`src/rtl/product_accumulator_if.sv`:
```
// Handshake bundle between the multiplier-side producer, the product
// accumulator and the downstream result consumer.
interface product_accumulator_if #(
  parameter int ACC_W = 16
);
  logic             clear;
  logic             in_valid;
  logic             in_ready;
  logic [7:0]       in_product;
  logic             out_valid;
  logic             out_ready;
  logic [ACC_W-1:0] out_sum;
  logic             out_overflow;
  logic [7:0]       out_index;

  // Producer/consumer side: drives products, clear and result acceptance.
  modport master (
    output clear, in_valid, in_product, out_ready,
    input  in_ready, out_valid, out_sum, out_overflow, out_index
  );

  // Accumulator side.
  modport slave (
    input  clear, in_valid, in_product, out_ready,
    output in_ready, out_valid, out_sum, out_overflow, out_index
  );
endinterface

```
`src/rtl/product_accumulator.sv`:
```
// Streaming accumulator: sums LEN unsigned 8-bit products into one ACC_W-bit
// result with a sticky per-result carry flag, presented on a one-deep
// registered valid/ready output. Result boundaries cost no bubble when the
// consumer is ready.
module product_accumulator #(
  parameter int LEN   = 4,
  parameter int ACC_W = 16
) (
  input  logic                  clk,
  input  logic                  rst_n,
  product_accumulator_if.slave  bus
);
  localparam logic [7:0] LAST_CNT = 8'(LEN - 1);

  typedef enum logic {ACCUM, HOLD} state_t;

  state_t           state, state_next;
  logic [ACC_W-1:0] acc, acc_next;
  logic [7:0]       cnt, cnt_next;
  logic             ovf, ovf_next;
  logic [7:0]       idx_cnt, idx_next;
  logic [ACC_W:0]   sum_p0;
  logic             accept, xfer, last, load;
  logic             vld_p1, vld_next;
  logic [ACC_W-1:0] sum_p1;
  logic             ovf_p1;
  logic [7:0]       idx_p1;

  // Unsigned add that keeps the carry-out in the top bit.
  function automatic logic [ACC_W:0] add_carry(input logic [ACC_W-1:0] a,
                                               input logic [7:0] b);
    return {1'b0, a} + {{(ACC_W - 7){1'b0}}, b};
  endfunction

  assign bus.in_ready = rst_n && !bus.clear && (state == ACCUM || bus.out_ready);
  assign accept       = bus.in_valid && bus.in_ready;
  assign xfer         = vld_p1 && bus.out_ready;
  assign last         = accept && (cnt == LAST_CNT);

  // ---- stage p0: accumulate the accepted product combinationally ----
  // acc is zero whenever the FSM is in HOLD, so the same adder also forms
  // the first term of the next result on a same-cycle transfer+accept.
  assign sum_p0 = add_carry(acc, bus.in_product);

  // Next-state, accumulator and output-load decisions.
  always_comb begin
    state_next = state;
    acc_next   = acc;
    cnt_next   = cnt;
    ovf_next   = ovf;
    idx_next   = idx_cnt;
    vld_next   = vld_p1;
    load       = 1'b0;
    case (state)
      ACCUM: ;
      HOLD: begin
        if (xfer) begin
          vld_next   = 1'b0;
          state_next = ACCUM;
        end
      end
      default: state_next = ACCUM;
    endcase
    if (accept) begin
      if (last) begin
        load       = 1'b1;
        vld_next   = 1'b1;
        acc_next   = '0;
        cnt_next   = '0;
        ovf_next   = 1'b0;
        idx_next   = idx_cnt + 8'd1;
        state_next = HOLD;
      end else begin
        acc_next = sum_p0[ACC_W-1:0];
        ovf_next = ovf | sum_p0[ACC_W];
        cnt_next = cnt + 8'd1;
      end
    end
    if (bus.clear) begin
      acc_next = '0;
      cnt_next = '0;
      ovf_next = 1'b0;
    end
  end

  // FSM state register.
  always_ff @(posedge clk) begin
    if (!rst_n) state <= ACCUM;
    else        state <= state_next;
  end

  // ---- stage p1: partial-sum state and the registered result ----
  // Result registers are reset too so a fresh block presents zeros.
  always_ff @(posedge clk) begin
    if (!rst_n) begin
      acc     <= '0;
      cnt     <= '0;
      ovf     <= 1'b0;
      idx_cnt <= '0;
      vld_p1  <= 1'b0;
      sum_p1  <= '0;
      ovf_p1  <= 1'b0;
      idx_p1  <= '0;
    end else begin
      acc     <= acc_next;
      cnt     <= cnt_next;
      ovf     <= ovf_next;
      idx_cnt <= idx_next;
      vld_p1  <= vld_next;
      if (load) begin
        sum_p1 <= sum_p0[ACC_W-1:0];
        ovf_p1 <= ovf | sum_p0[ACC_W];
        idx_p1 <= idx_cnt;
      end
    end
  end

  assign bus.out_valid    = vld_p1;
  assign bus.out_sum      = sum_p1;
  assign bus.out_overflow = ovf_p1;
  assign bus.out_index    = idx_p1;
endmodule

```
`src/flat_wrapper.sv`:
```
// flat-port wrapper written by rule: the top's interface ports become plain ports
module product_accumulator_flat 
#(
  parameter int LEN   = 4,
  parameter int ACC_W = 16
)
  (clk, rst_n, bus_clear, bus_in_valid, bus_in_product, bus_out_ready, bus_in_ready, bus_out_valid, bus_out_sum, bus_out_overflow, bus_out_index);
  product_accumulator_if #(.ACC_W(ACC_W)) bus_i ();
  input  logic clk;
  input  logic rst_n;
  input wire logic [$bits(bus_i.clear)-1:0] bus_clear;
  input wire logic [$bits(bus_i.in_valid)-1:0] bus_in_valid;
  input wire logic [$bits(bus_i.in_product)-1:0] bus_in_product;
  input wire logic [$bits(bus_i.out_ready)-1:0] bus_out_ready;
  output wire logic [$bits(bus_i.in_ready)-1:0] bus_in_ready;
  output wire logic [$bits(bus_i.out_valid)-1:0] bus_out_valid;
  output wire logic [$bits(bus_i.out_sum)-1:0] bus_out_sum;
  output wire logic [$bits(bus_i.out_overflow)-1:0] bus_out_overflow;
  output wire logic [$bits(bus_i.out_index)-1:0] bus_out_index;
  assign bus_i.clear = bus_clear;
  assign bus_i.in_valid = bus_in_valid;
  assign bus_i.in_product = bus_in_product;
  assign bus_i.out_ready = bus_out_ready;
  assign bus_in_ready = bus_i.in_ready;
  assign bus_out_valid = bus_i.out_valid;
  assign bus_out_sum = bus_i.out_sum;
  assign bus_out_overflow = bus_i.out_overflow;
  assign bus_out_index = bus_i.out_index;
  product_accumulator #(.LEN(LEN), .ACC_W(ACC_W)) u_core (.clk(clk), .rst_n(rst_n), .bus(bus_i));
endmodule
```
`config.mk`:
```
export PLATFORM = sky130hd
export DESIGN_NAME = product_accumulator_flat
export DESIGN_NICKNAME = d
export VERILOG_FILES = /design/src/rtl/product_accumulator_if.sv /design/src/rtl/product_accumulator.sv /design/src/flat_wrapper.sv
export SDC_FILE = /design/constraint.sdc
export NUM_CORES = 1
export LEC_CHECK = 0
export BUFFER_PORTS_ARGS = -buffer_cell sky130_fd_sc_hd__buf_2
export CORE_MARGIN = 10
export CORE_UTILIZATION = 50
export CTS_CLUSTER_DIAMETER = 200
export DETAILED_ROUTE_END_ITERATION = 10
export PLACE_DENSITY = 0.74
export SYNTH_ARGS = -nofsm -noshare
export SYNTH_HDL_FRONTEND = slang
export SYNTH_SLANG_ARGS = --single-unit
export TNS_END_PERCENT = 30
```
`constraint.sdc`:
```
create_clock -name clk -period 2.3 [get_ports clk]
set_input_delay 0 -clock clk [delete_from_list [all_inputs] [get_ports clk]]
set_output_delay 0 -clock clk [all_outputs]
set_load 0.02 [all_outputs]
```
# Word level (Yosys, flattened, before mapping)
# Cells that the tools add are included.
# word_totals
output_inout_bits	27
inputBits	13
register_bits	60
wordCells	38
# classes
n_addsub	3
bitwise	3
n_mux	13
reduce_logical	9
eq_ne	1
# op_table
cell	count
16-bit by 8-bit adder with 17-bit output	1
8-bit by 1-bit adder with 8-bit output (second input constant)	2
16-bit 2-to-1 mux	1
1-bit 2-to-1 mux	11
8-bit by 2-bit equality test with 1-bit output (second input constant)	1
8-bit 2-to-1 mux	1
1-bit logical AND	5
1-bit NOT	2
2-bit AND reduction	1
2-bit OR reduction	1
1-bit logical NOT	1
1-bit logical OR	1
1-bit bitwise OR	1

# Depth between registers and ports, before layout
# Gate-level depths: netlist (run 1).
# depth
depth_word	7
ltp_mapped	9
mapped_depth_nobuf	9

# Worst setup path after synthesis (run 1)
# OpenSTA, ideal clock, no wires.
# synth_path
path_kind	register to register
from	reg u_core.acc[0]
to	reg u_core.acc[14]
arrival_time_ns	2.066
setup_time_ns	0.074
n_path_buf	0
required_time_ns	2.226
path_slack_ns	0.159
path_stages_with_launch	10
synth_period_minus_slack_ns	2.141
cell_sequence	dfxtp_1 > ha_1 > inv_1 > fa_1 > nor2b_2 > o31a_4 > a21oi_4 > or3_4 > or3_1 > a31oi_1
# synth_between
elab_chain_len	2
# synth_rtl
item	line	rtl
start, declared	product_accumulator.sv:18	logic [ACC_W-1:0] acc, acc_next;
start signal, assigned	product_accumulator.sv:105	acc <= acc_next;
16-bit by 8-bit adder with 17-bit output	product_accumulator.sv:32	return {1'b0, a} + {{(ACC_W - 7){1'b0}}, b};
16-bit 2-to-1 mux	product_accumulator.sv:65	if (last) begin
# No other way between the ends.
# A chain may end at the register's enable or synchronous reset.

# Final worst setup path (run 1)
# Same ends and word-level chain as after synthesis.

==> impl_metrics.ini, run 1 <==
[setup_path]
cp_data_required_time_ns = 2.57
startpoint = u_core.acc[0]
cp_data_arrival_time_ns = 2.44
start_kind = flop
cp-endpoint = u_core.acc[14]
reg2reg_slack_ns = 0.13
reg2reg_from = u_core.acc[0]
crit_fanout = 3
r2r-end = u_core.acc[14]
end_kind = flop
setup.worst_path.class = flop to flop
reg2reg_depth = 9

[power_and_ir_drop]
p_seq_share_pct = 46.4
power.switching_w = 0.000528
power_density_nw_per_um2 = 678
p_leak_nw = 1.33
p_sw_share_pct = 23.4
p_total_w = 0.00225
max-vdd-ir-drop_mv = 0.549
internal_power_w = 0.00172
clockPowerShare_pct = 48.6
combPwrFrac_pct = 5.0

[sta]
report.final.slew_viol_count = 0
holdWs_ns = 0.122
hold_viol_final = 0
fmax_ghz = 0.461
setup_violations = 0
min_period_ns = 2.17
tightest_slew_ns = 0.482
maxSlewHeadroom_pct = 67.8
min_period_over_period_pct = 94.4
rsz0062_at_grt = no
skew_ns = 0.00938
tns_ns = 0

[cells_and_area]
drive_gt1_share_pct = 21.0
fin_util_pct = 60.3
diodes = 0
syn_to_final_growth_pct = 17.3
fill_cells = 494
finalNetCount = 400

[routing]
num_vias = 2481
drc = 0
wire_per_inst_um = 14.3
first_iter_violations = 140
routed_via_density = 5.48
wl_um = 6490
drtPass1Iterations = 4
antenna_left = 0

[yosys]
yosys_warnings = 0
synthTopCellsByCount = dfxtp_1, nand2_1, a21oi_1
syn_inst = 332
synth_compound_area_share_pct = 17.0
synth_top_area_share_pct = 42.4
synth_edf_count = 0
yosysSeqAreaShare_pct = 42.4
synth-seq-cells = 60
synth.mux.area_fraction_pct = 0
synth_most_common_cell = dfxtp_1
avgSynthCellArea_um2 = 8.54
synth_top_family_by_area = simple AND/OR/NAND/NOR gates
synth_cell_types = 53
synth_area_leaders = dfxtp_1, a21oi_1, nand2_1
synth-async-reset-ratio_pct = 0
syn-num-nets = 356
yosys.area_share.xor_xnor_pct = 7.42
synth_simple_gate_area_share_pct = 23.8
synth_fa_ha_area_share_pct = 5.12
yosys.area.top_type = dfxtp_1
synth_area_um2 = 2830
synth-main-ff-cell = dfxtp_1

[die]
io_pins = 40
die_y_um = 95.3
dieArea_um2 = 9080
num_rows = 27
start_util_pct = 51.5
dieWidth_um = 95.3
coreArea_um2 = 5510

[place]
io_buffers = 39
place_congestion = 0.837
dpl.hpwl_um = 4720

[clocking]
clock_latency_ns = 0.35
clock_path_buffers = 2
cts_htree_levels = 3
cts_setup_buffers = 0
cts.clk_slew.worst_paths_ns = 0.08
cts_num_sinks = 60
cts_tree = done
cts_root_buffer = clkbuf_8
cts-buffers-inserted = 9

[job]
cap_viol_max_count = 0

[min_path]
hold_depth = 3
hold_path.startpoint = bus_clear
hold_path.class = input port to flop

[status]
status = finished, final reports clean

[grt]
antenna_found_initial = 0
grt_use_total_pct = 15.6
grt_pass1_wl_um = 11300
grt_pass1_vias = 2442
grt_overflow = 0
grt_start_max_net_pins = 29
[registers in the layout, indices dropped and copies added, names as in the netlist]
register and count:
u_core.acc 16, u_core.bus.out_overflow 1, u_core.state 1, u_core.bus.out_sum 16, u_core.bus.out_index 8, u_core.cnt 8
u_core.ovf 1, u_core.bus.out_valid 1, u_core.idx_cnt 8
[routing by layer]
layer / routed length [um] / track usage [%] / vias to the layer above / share of wire (%)
met3: 435 / 5.66 / 9 / 6.7
met1: 3040 / 18.6 / 1160 / 47
li1: - / - / 1263 / -
met4: 94 / 6.61 / 0 / 1.4
met5: 0 / 0 / - / 0
met2: 2920 / 24.7 / 49 / 45
[timing repair]
action | 4_1_cts | 5_1_grt
endpoints found under the hold margin | 5 | 0
endpoints found under the setup margin | 0 | 1
resized for setup | 0 | 1
hold buffers | 2 | 0
[critical path, stage by stage, from the launching register on]
cell     delay (ns)
dfxtp_1        0.33
ha_1           0.16
inv_1          0.06
fa_2           0.35
nor2b_2        0.15
o31a_4         0.16
a21oi_4        0.06
or3_4          0.38
or3_1          0.31
a31oi_1        0.15
[per-stage QoR]
step | setup slack, ns | instance area (um2) | std cells
finish | 0.130 | 3320 | 453
global route | 0.0149 | 3320 | 453
CTS | 0.0683 | 3320 | 453
detailed placement | 0.0583 | 3080 | 435
global placement | 0.133 | 3080 | 435
floorplan | 0.159 | 2830 | 332
[placed cells by master (no fill, tap or decap), drive strengths merged, types with 6 or more instances in the layout]
| cell | n |
|---|---|
| dfxtp | 60 |
| nand2 | 49 |
| buf | 47 |
| a21oi | 39 |
| nor2 | 35 |
| xor2 | 19 |
| nand3 | 16 |
| o21ai | 16 |
| ha | 10 |
| clkbuf | 10 |
| nand4 | 9 |
| and3 | 7 |
| inv | 6 |
[power by group through the flow]
stage	logic (W)	registers (W)	clock network [W]
2_1_floorplan	0.0000782	0.00107	0
3_3_place_gp	0.000108	0.00107	0
3_5_place_dp	0.000109	0.00107	0
4_1_cts	0.000112	0.00104	0.00110
5_1_grt	0.000126	0.00104	0.00115
6_report	0.000113	0.00104	0.00109
[worst min-delay path by stage]
stage	end	slack (ns)
detailed placement	u_core.bus.out_valid	0.31
global route	u_core.bus.out_sum[0]	0.14
floorplan	u_core.state	0.18
finish	u_core.cnt[1]	0.12
CTS	u_core.acc[9]	0.12
global placement	u_core.state	0.30
[logic make-up after synthesis]
kind of cell / count (synthesis)
flip-flops: 60
adder cells (fa/ha/maj): 11
AND/OR/NAND/NOR: 139
AO/OA/AOI/OAI: 77
buffers and inverters: 21
XOR/XNOR: 24
[area by class of cell]
cell class	instances	area (um2)	area share (%)
flip-flops and latches	60	1200	36.1
repair buffers	49	275	8.28
multi-input cells	251	1510	45.6
inverters	5	18.8	0.565
clock buffers	10	138	4.14
clock inverters	6	86.3	2.60
well taps	72	90.1	2.71
Note: power is estimated with default switching activity, not from simulation.
==> run 2, diff against run 1 <==
--- a/config.mk
+++ b/config.mk
@@ -10,7 +10,7 @@
 export CORE_UTILIZATION = 50
 export CTS_CLUSTER_DIAMETER = 200
 export DETAILED_ROUTE_END_ITERATION = 10
-export PLACE_DENSITY = 0.74
+export PLACE_DENSITY = 0.71
 export SYNTH_ARGS = -nofsm -noshare
 export SYNTH_HDL_FRONTEND = slang
 export SYNTH_SLANG_ARGS = --single-unit
==> constraint.sdc (replaced) <==
create_clock -name clk -period 2.5 [get_ports clk]
set_input_delay 0 -clock clk [delete_from_list [all_inputs] [get_ports clk]]
set_output_delay 0 -clock clk [all_outputs]
set_load 0.02 [all_outputs]
==> impl_metrics.ini, run 2 (same netlist as run 1, synthesis figures left out) <==
[grt]
antenna_found_initial = 0
grt_pass1_vias = 2341
grt_start_max_net_pins = 29
grt_use_total_pct = 15.4
grt_overflow = 0
grt_pass1_wl_um = 11100

[sta]
setup_violations = 0
report.final.slew_viol_count = 0
holdWs_ns = 0.119
min_period_over_period_pct = 92.6
skew_ns = 0.00687
tightest_slew_ns = 0.491
rsz0062_at_grt = no
fmax_ghz = 0.432
tns_ns = 0
min_period_ns = 2.31
maxSlewHeadroom_pct = 67.2
hold_viol_final = 0

[die]
die_y_um = 95.3
num_rows = 27
dieArea_um2 = 9080
io_pins = 40
start_util_pct = 51.5
coreArea_um2 = 5510
dieWidth_um = 95.3

[setup_path]
crit_fanout = 7
setup.worst_path.class = flop to flop
cp_data_arrival_time_ns = 2.58
start_kind = flop
cp_data_required_time_ns = 2.76
end_kind = flop

[cells_and_area]
final_area_um2 = 3260
fill_cells = 502
syn_to_final_growth_pct = 15.1
finalNetCount = 397
drive_gt1_share_pct = 19.8
mostFrequentLayoutCell = dfxtp_1
diodes = 0
multiInputGateArea_um2 = 1510
most-common-layout-cells = dfxtp_1, nand2_1, buf_2
seq_area_um2 = 1200
instances_no_fill = 450

[routing]
wl_um = 6580
first_iter_violations = 96
wire_per_inst_um = 14.6
antenna_left = 0
routed_via_density = 5.40
drc = 0
drtPass1Iterations = 4
num_vias = 2431

[job]
cap_viol_max_count = 0

[place]
dpl.hpwl_um = 4690
io_buffers = 39
dp_cells = 432
place_area_um2 = 3050
place_congestion = 0.804

[clocking]
postCtsHoldBufs = 2
clock_path_buffers = 2
cts_setup_buffers = 0
cts_root_buffer = clkbuf_8
cts.clk_slew.worst_paths_ns = 0.07
cts_tree = done
cts_num_sinks = 60
clock_latency_ns = 0.34
post_cts_resized = 0
cts_htree_levels = 3
cts-buffers-inserted = 9

[power_and_ir_drop]
max-vdd-ir-drop_mv = 0.436
power_density_nw_per_um2 = 578
p_leak_nw = 1.29

[status]
status = finished, final reports clean

[min_path]
hold_path.class = input port to flop
[run 2: path summary, 6_finish.rpt]
| path | end | cells past startpoint | from | slack [ns] |
|---|---|---|---|---|
| worst max register to register | u_core.acc[14] | 9 | u_core.acc[0] | 0.19 |
| worst max-delay path | u_core.acc[14] | 9 | u_core.acc[0] | 0.19 |
| worst min register to register | u_core.bus.out_index[4] | 2 | u_core.bus.out_index[4] | 0.45 |
| worst min-delay path | u_core.bus.out_sum[0] | 4 | bus_in_product[0] | 0.12 |
[run 2: critical path: stages, from the launching register on]
cell and delay [ns]:
dfxtp_1 0.33, ha_1 0.17, inv_1 0.05, fa_1 0.41
nor2b_2 0.17, o31a_4 0.16, a21oi_4 0.07, or3_4 0.38
or3_1 0.32, a31oi_1 0.16
[run 2: report_power, final]
group	switching, W	internal [W]	total (W)
clock	0.000383	0.000439	0.000823
sequential	0.00000244	0.000959	0.000962
combinational	0.0000646	0.0000375	0.000102
[run 2: per-stage QoR]
step | utilization (%) | setup WS (ns) | total power [W]
after floorplan | - | 0.359 | 0.00105
final | 59.3 | 0.186 | 0.00189
after detailed placement | 55.5 | 0.198 | 0.00108
after global placement | 55.5 | 0.308 | 0.00108
after CTS | 59.3 | 0.187 | 0.00190
after global routing | 59.3 | 0.0708 | 0.00196
[run 2: per-layer routing]
layer  share of wire (%)  global-route usage, %
met5                   0                      0
met4                 1.5                   7.23
met3                 6.7                   5.50
met2                  46                   24.1
met1                  46                   18.4
[run 2: area by class of cell]
class                      count  area share [%]
sequential                    60            36.8
timing repair buffer          46            7.75
tap                           72            2.76
clock buffer                  13            5.18
clock inverter                 3           0.613
inverter                       5           0.575
multi-input combinational    251            46.3
